**src/rtl/particle_jitter.sv**
```systemverilog
// particle_jitter
//
// Turns the 4-bit random nibble stream into jittered candidate particle
// centres. For each of N_PART particles four nibbles are collected (X high,
// X low, Y high, Y low), each 8-bit raw offset is arithmetically shifted
// right by OFF_SHIFT, added to the centre latched at start, and clamped to
// the frame [0, FRAME_W-1] x [0, FRAME_H-1].
//
// Handshakes (both directions use the same rule): a transfer happens on a
// rising clock edge where valid and ready are both 1. The producer holds
// its data stable while valid is high and ready is low. Ready does not
// depend on valid.
//   - Nibble input: i_rnd_valid / o_rnd_ready (ready only while collecting).
//   - Particle output: o_valid / i_ready.
//
// Ports:
//   i_clk, i_rst_n      clock, synchronous active-low reset
//   i_start             start pulse, only looked at in IDLE
//   i_cx, i_cy          base centre, latched on accepted start
//   i_rnd, i_rnd_valid  random nibble input
//   o_rnd_ready         nibble consumed this cycle when i_rnd_valid is high
//   o_x, o_y, o_idx     jittered particle and its index
//   o_valid, i_ready    particle output handshake
//   o_busy              high in any state other than IDLE
//   o_done              one-cycle pulse after the last particle handshake
//   o_clamp_cnt         (only with JITTER_CLAMP_STATS_EN) number of X and Y
//                       clamp events in the current run
//
// Build option: define JITTER_CLAMP_STATS_EN to add the clamp counter.
//
// The FSM state is held in r_state (type state_t) for checkers to bind to.

module particle_jitter #(
  parameter int X_W       = 10,
  parameter int Y_W       = 9,
  parameter int FRAME_W   = 640,
  parameter int FRAME_H   = 480,
  parameter int N_PART    = 16,
  parameter int OFF_SHIFT = 2
) (
  input  logic                      i_clk,
  input  logic                      i_rst_n,
  input  logic                      i_start,
  input  logic [X_W-1:0]            i_cx,
  input  logic [Y_W-1:0]            i_cy,
  input  logic [3:0]                i_rnd,
  input  logic                      i_rnd_valid,
  output logic                      o_rnd_ready,
  output logic [X_W-1:0]            o_x,
  output logic [Y_W-1:0]            o_y,
  output logic [$clog2(N_PART)-1:0] o_idx,
  output logic                      o_valid,
  input  logic                      i_ready,
  output logic                      o_busy,
  output logic                      o_done
`ifdef JITTER_CLAMP_STATS_EN
  ,
  output logic [$clog2(2*N_PART+1)-1:0] o_clamp_cnt
`endif
);

  localparam int IDX_W = $clog2(N_PART);
  localparam logic signed [X_W+1:0] X_MAX = (X_W+2)'(FRAME_W - 1);
  localparam logic signed [Y_W+1:0] Y_MAX = (Y_W+2)'(FRAME_H - 1);

  typedef enum logic [2:0] {
    S_IDLE, S_XH, S_XL, S_YH, S_YL, S_CALC, S_OUT, S_DONE
  } state_t;

  state_t r_state;
  state_t w_next;

  logic [X_W-1:0]   r_cx;
  logic [Y_W-1:0]   r_cy;
  logic [7:0]       r_raw_x;
  logic [7:0]       r_raw_y;
  logic [IDX_W-1:0] r_idx;
  logic [X_W-1:0]   r_x;
  logic [Y_W-1:0]   r_y;
  logic [IDX_W-1:0] r_oidx;

  logic w_take;
  logic w_last;

  logic signed [7:0]     w_off_x;
  logic signed [7:0]     w_off_y;
  logic signed [X_W+1:0] w_sum_x;
  logic signed [Y_W+1:0] w_sum_y;
  logic                  w_clx_lo;
  logic                  w_clx_hi;
  logic                  w_cly_lo;
  logic                  w_cly_hi;
  logic [X_W-1:0]        w_x;
  logic [Y_W-1:0]        w_y;

  // ---------------------------------------------------------------------------
  // FSM
  // ---------------------------------------------------------------------------
  always_ff @(posedge i_clk) begin
    if (!i_rst_n) begin
      r_state <= S_IDLE;
    end else begin
      r_state <= w_next;
    end
  end

  assign w_last = (r_idx == IDX_W'(N_PART - 1));

  always_comb begin
    w_next      = r_state;
    o_rnd_ready = 1'b0;
    o_valid     = 1'b0;
    o_busy      = 1'b1;
    o_done      = 1'b0;
    case (r_state)
      S_IDLE: begin
        o_busy = 1'b0;
        if (i_start) w_next = S_XH;
      end
      S_XH: begin
        o_rnd_ready = 1'b1;
        if (i_rnd_valid) w_next = S_XL;
      end
      S_XL: begin
        o_rnd_ready = 1'b1;
        if (i_rnd_valid) w_next = S_YH;
      end
      S_YH: begin
        o_rnd_ready = 1'b1;
        if (i_rnd_valid) w_next = S_YL;
      end
      S_YL: begin
        o_rnd_ready = 1'b1;
        if (i_rnd_valid) w_next = S_CALC;
      end
      S_CALC: begin
        w_next = S_OUT;
      end
      S_OUT: begin
        o_valid = 1'b1;
        if (i_ready) w_next = w_last ? S_DONE : S_XH;
      end
      S_DONE: begin
        o_done = 1'b1;
        w_next = S_IDLE;
      end
      default: begin
        w_next = S_IDLE;
      end
    endcase
  end

  assign w_take = o_rnd_ready && i_rnd_valid;

  // ---------------------------------------------------------------------------
  // Offset, add and clamp. Sums are two bits wider than the coordinate so
  // that both underflow (sign bit) and overflow past the frame are visible.
  // ---------------------------------------------------------------------------
  assign w_off_x = $signed(r_raw_x) >>> OFF_SHIFT;
  assign w_off_y = $signed(r_raw_y) >>> OFF_SHIFT;

  assign w_sum_x = $signed({2'b00, r_cx}) + $signed({{(X_W-6){w_off_x[7]}}, w_off_x});
  assign w_sum_y = $signed({2'b00, r_cy}) + $signed({{(Y_W-6){w_off_y[7]}}, w_off_y});

  assign w_clx_lo = w_sum_x[X_W+1];
  assign w_clx_hi = (w_sum_x > X_MAX);
  assign w_cly_lo = w_sum_y[Y_W+1];
  assign w_cly_hi = (w_sum_y > Y_MAX);

  always_comb begin
    w_x = w_sum_x[X_W-1:0];
    w_y = w_sum_y[Y_W-1:0];
    if (w_clx_lo)      w_x = '0;
    else if (w_clx_hi) w_x = X_W'(FRAME_W - 1);
    if (w_cly_lo)      w_y = '0;
    else if (w_cly_hi) w_y = Y_W'(FRAME_H - 1);
  end

  // ---------------------------------------------------------------------------
  // Datapath registers
  // ---------------------------------------------------------------------------
  always_ff @(posedge i_clk) begin
    if (!i_rst_n) begin
      r_cx    <= '0;
      r_cy    <= '0;
      r_raw_x <= '0;
      r_raw_y <= '0;
      r_idx   <= '0;
      r_x     <= '0;
      r_y     <= '0;
      r_oidx  <= '0;
    end else begin
      if (r_state == S_IDLE && i_start) begin
        r_cx  <= i_cx;
        r_cy  <= i_cy;
        r_idx <= '0;
      end
      if (w_take) begin
        case (r_state)
          S_XH:    r_raw_x[7:4] <= i_rnd;
          S_XL:    r_raw_x[3:0] <= i_rnd;
          S_YH:    r_raw_y[7:4] <= i_rnd;
          S_YL:    r_raw_y[3:0] <= i_rnd;
          default: ;
        endcase
      end
      if (r_state == S_CALC) begin
        r_x    <= w_x;
        r_y    <= w_y;
        r_oidx <= r_idx;
      end
      if (r_state == S_OUT && i_ready && !w_last) begin
        r_idx <= r_idx + 1'b1;
      end
    end
  end

  assign o_x   = r_x;
  assign o_y   = r_y;
  assign o_idx = r_oidx;

`ifdef JITTER_CLAMP_STATS_EN
  localparam int CNT_W = $clog2(2*N_PART+1);
  logic [CNT_W-1:0] r_clamp_cnt;

  // Each particle can add 0, 1 or 2 events; the counter is only touched in
  // CALC, so it is frozen from DONE until the next accepted start.
  always_ff @(posedge i_clk) begin
    if (!i_rst_n) begin
      r_clamp_cnt <= '0;
    end else if (r_state == S_IDLE && i_start) begin
      r_clamp_cnt <= '0;
    end else if (r_state == S_CALC) begin
      r_clamp_cnt <= r_clamp_cnt + CNT_W'(w_clx_lo | w_clx_hi)
                                 + CNT_W'(w_cly_lo | w_cly_hi);
    end
  end

  assign o_clamp_cnt = r_clamp_cnt;
`endif

endmodule

```
**config.mk**
```make
export PLATFORM = sky130hd
export DESIGN_NAME = particle_jitter
export DESIGN_NICKNAME = d
export VERILOG_FILES = /design/src/rtl/particle_jitter.sv
export SDC_FILE = /design/constraint.sdc
export NUM_CORES = 1
export LEC_CHECK = 0
export BUFFER_PORTS_ARGS = -buffer_cell sky130_fd_sc_hd__buf_2
export CAP_MARGIN = 20
export CORE_UTILIZATION = 51
export CTS_BUF_LIST = sky130_fd_sc_hd__clkbuf_4 sky130_fd_sc_hd__clkbuf_8 sky130_fd_sc_hd__clkbuf_16
export DETAILED_ROUTE_END_ITERATION = 7
export PLACE_DENSITY = 0.87
export SLEW_MARGIN = 20
export SYNTH_ARGS = -nofsm -noshare
export SYNTH_HDL_FRONTEND = slang
export SYNTH_SLANG_ARGS = --single-unit
```
**constraint.sdc**
```tcl
create_clock -name i_clk -period 2.5 [get_ports i_clk]
set_input_delay 0.5 -clock i_clk [delete_from_list [all_inputs] [get_ports i_clk]]
set_output_delay 0.5 -clock i_clk [all_outputs]
set_load 0.005 [all_outputs]
```
==> results.yml <==
run_status:
  status: "complete, but fails checks"
  violations: "design-rule violations"
floorplan:
  die-height_um: 84.91
  num_rows: 29
  die_width_um: 84.91
  core_area_sq_um: 6495
  start_util_pct: 53.98
  die_area_sq_um: 7210
  io_pins: 55
routing:
  routed-via-count: 3153
  first_pass_iters: 8
  drt-wirelength-per-cell_um: 14.71
  drt_iter0_drc: 197
  final_antenna_net_count: 0
  wirelength_um: 8180
  drc_errors: 4
  via_per_inst: 5.671
synthesis:
  avgSynthCellArea_sq_um: 8.593
  yosys_warnings: 0
  synth_cell_types: 65
  ys_ff_latch: 61
  synth-edff-count: 0
  yosysSeqAreaShare_pct: 34.83
  yosysMostFrequentCell: "nand2_1"
  synth.top_cell.area_share_pct: 34.83
  synth_top_area_cell: "dfxtp_1"
  synth_commonest_cells: "nand2_1 (69), dfxtp_1 (61), a21boi_0 (27)"
  syn_area_sq_um: 3506
  postSynthNetCount: 460
  synthTopCellsByArea: "dfxtp_1 (35%), ha_1 (7.9%), nand2_1 (7.4%)"
  synth_flop_cell: "dfxtp_1"
  syn_inst: 408
  async_flop_share_pct: 0
setup_path:
  arrival_ns: 2.62
  cp.required_ns: 2.74
  slowest_stage: "dfxtp_2"
  critPathLaunchType: "register"
  critPathKind: "reg2reg"
  critical-path-max-stage-delay_ns: 0.36
  cp_max_fo: 3
  crit_family: "compound AO/OA/AOI/OAI gates"
  r2r_setup_slack_ns: 0.12
  worstReg2RegStart: "r_cx[0]$_SDFFE_PN0P_"
  reg2reg_depth: 10
  reg2reg_to: "o_x[8]$_SDFFE_PN0N_"
  critPathBufInv: 1
  end_kind: "register"
  crit_chain: "ha_4 > inv_1 > fa_2 > nor2b_2 > o2111ai_2 > a211oi_2 > nor3_2 > mux2_4 > nor4b_4 > a22o_1"
  crit_cells: 10
global_route:
  grt.overflow.total: 0
  antenna_found_initial: 0
  grt_max_degree: 43
  grt_pass1_wl_um: 13240
  grt_pass1_vias: 2976
  grt.total_usage_pct: 23.42
sta:
  setup_ws_ns: 0.1220
  rsz0062_at_grt: "no"
  final_max_slew_viol_count: 0
  worst_slew_pin_slew_ns: 0.8978
  whs_ns: 0.3929
  layout_min_cycle_time_ns: 2.378
  finalCritPeriodShare_pct: 95.12
  setup_viol: 0
  final.setup.tns_ns: 0
  skew_ns: 0.006312
  relSlewSlack_pct: 39.30
  max_freq_ghz: 0.4205
  finalHoldViolCount: 0
hold_path:
  worstHoldPathCells: 3
  hp-start: "i_cy[4]"
  hold_path.class: "in2reg"
  min_to: "r_cy[4]$_SDFFE_PN0P_"
power_and_ir_drop:
  ir_drop_v: 0.0003060
  p_leak_nw: 1.839
  p_per_area_nw_per_um2: 566.9
cells_and_area:
  utilization_pct: 64.75
  antenna_cells: 0
  area_growth_pct: 19.95
  layout-drive-gt1-share_pct: 24.43
  fin_nets: 528
clock_network:
  cts_root_buffer: "clkbuf_8"
  clk_latency_ns: 0.34
  cts_tree: "built"
  cts_buffers: 9
  clk_pin_slew_ns: 0.07
  h-tree-depth: 3
  clock_sinks: 61
  cts.path.max_buffers: 2
placement:
  pre_cts_slack_ns: 0.006563
  place_congestion: 0.8779
  post-dp-hpwl_um: 6005
  portBuffers: 54
job:
  drv_cap: 0
## placed cells by master, fill, tap and decap left out, types with 3 or more instances in the layout
cell type / Yosys / layout
a31oi_1: 4 / 4
a211oi_1: 5 / 3
dfxtp_1: 61 / 57
dfxtp_2: 0 / 4
a21boi_0: 27 / 27
or3_1: 5 / 5
xnor2_1: 9 / 8
a21o_1: 4 / 4
clkbuf_8: 0 / 10
and2_1: 7 / 7
nand3_1: 7 / 7
o211ai_1: 4 / 4
o21ai_0: 16 / 16
nor3_1: 6 / 5
a211oi_2: 1 / 3
o21bai_1: 4 / 4
nand2_1: 69 / 69
xor2_1: 6 / 6
and3_1: 4 / 4
o21ai_1: 7 / 7
o21a_1: 5 / 5
buf_2: 1 / 54
mux2i_1: 12 / 12
nor2_1: 18 / 18
nor2b_1: 14 / 13
a221o_1: 6 / 6
ha_1: 22 / 20
buf_4: 0 / 20
inv_1: 11 / 11
a21oi_1: 18 / 17
## cells by family after synthesis
logic type / share of synthesized area (%)
AO/OA/AOI/OAI: 23.95
XOR/XNOR: 4.212
adder cells (fa/ha/maj): 8.994
buffers and inverters: 3.354
flip-flops: 34.83
multiplexers: 3.854
AND/OR/NAND/NOR: 20.81
## stage by stage
stage               instance area (sq um)  instances  total power, mW
detailed placement                   3935        540            1.527
finish                               4205        556            2.384
global route                         4205        556            2.505
CTS                                  4130        555            2.384
floorplan                            3506        408            1.397
global placement                     3935        540            1.511
## worst min-delay path: cells and delay by family
kind | cells | cell delay (ns)
AOI/OAI and AO/OA | 1 | 0.06
buffers and inverters | 1 | 0.09
and+or+nand+nor | 1 | 0.04
## repair_timing
item                       CTS  global route
hold buffers                 0             0
pin swaps                    1             5
resized for setup            0            17
cloned                       0             0
setup endpoints to repair    1            19
buffers inserted             1             1
## area by class of cell
cell class                      instances  area, sq um
Fill cell                             515         2290
Multi-Input combinational cell        318         2230
Sequential cell                        61         1226
Timing Repair Buffer                   74        420.4
Clock buffer                           10        137.6
Tap cell                               77        96.34
Clock inverter                          4        50.05
Inverter                               12        45.04
## power by group
| group | switching [mW] | internal (mW) |
|---|---|---|
| Combinational | 0.263 | 0.190 |
| Sequential | 0.0511 | 1.02 |
| Clock | 0.384 | 0.474 |
## worst max path at each step
stage                            start                   to  slack (ns)
5_1_grt           r_cy[8]$_SDFFE_PN0P_  o_y[8]$_SDFFE_PN0N_        0.02
6_report          r_cx[0]$_SDFFE_PN0P_  o_x[8]$_SDFFE_PN0N_        0.12
3_3_place_gp   r_raw_x[7]$_SDFFE_PN0P_  o_x[8]$_SDFFE_PN0N_        0.08
2_1_floorplan  r_raw_x[7]$_SDFFE_PN0P_  o_x[8]$_SDFFE_PN0N_        0.08
4_1_cts           r_cx[0]$_SDFFE_PN0P_  o_x[8]$_SDFFE_PN0N_       0.001
3_5_place_dp      r_cx[0]$_SDFFE_PN0P_  o_x[8]$_SDFFE_PN0N_       0.007
## layer usage
| layer | vias up | share of wire (%) | global-route usage (%) |
|---|---|---|---|
| met5 | - | 0 | 0 |
| met4 | 0 | 2.0 | 13.41 |
| met1 | 1465 | 45 | 29.87 |
| li1 | 1589 | - | - |
| met2 | 84 | 47 | 37.77 |
| met3 | 15 | 5.6 | 3.794 |
## flip-flops by register name, summed over array words and instances (netlist names)
signal,flops
o_idx,4
r_raw_y,6
r_cx,10
r_state,3
r_cy,9
r_idx,4
o_y,9
o_x,10
r_raw_x,6
Power figures use the tool's default switching activity.
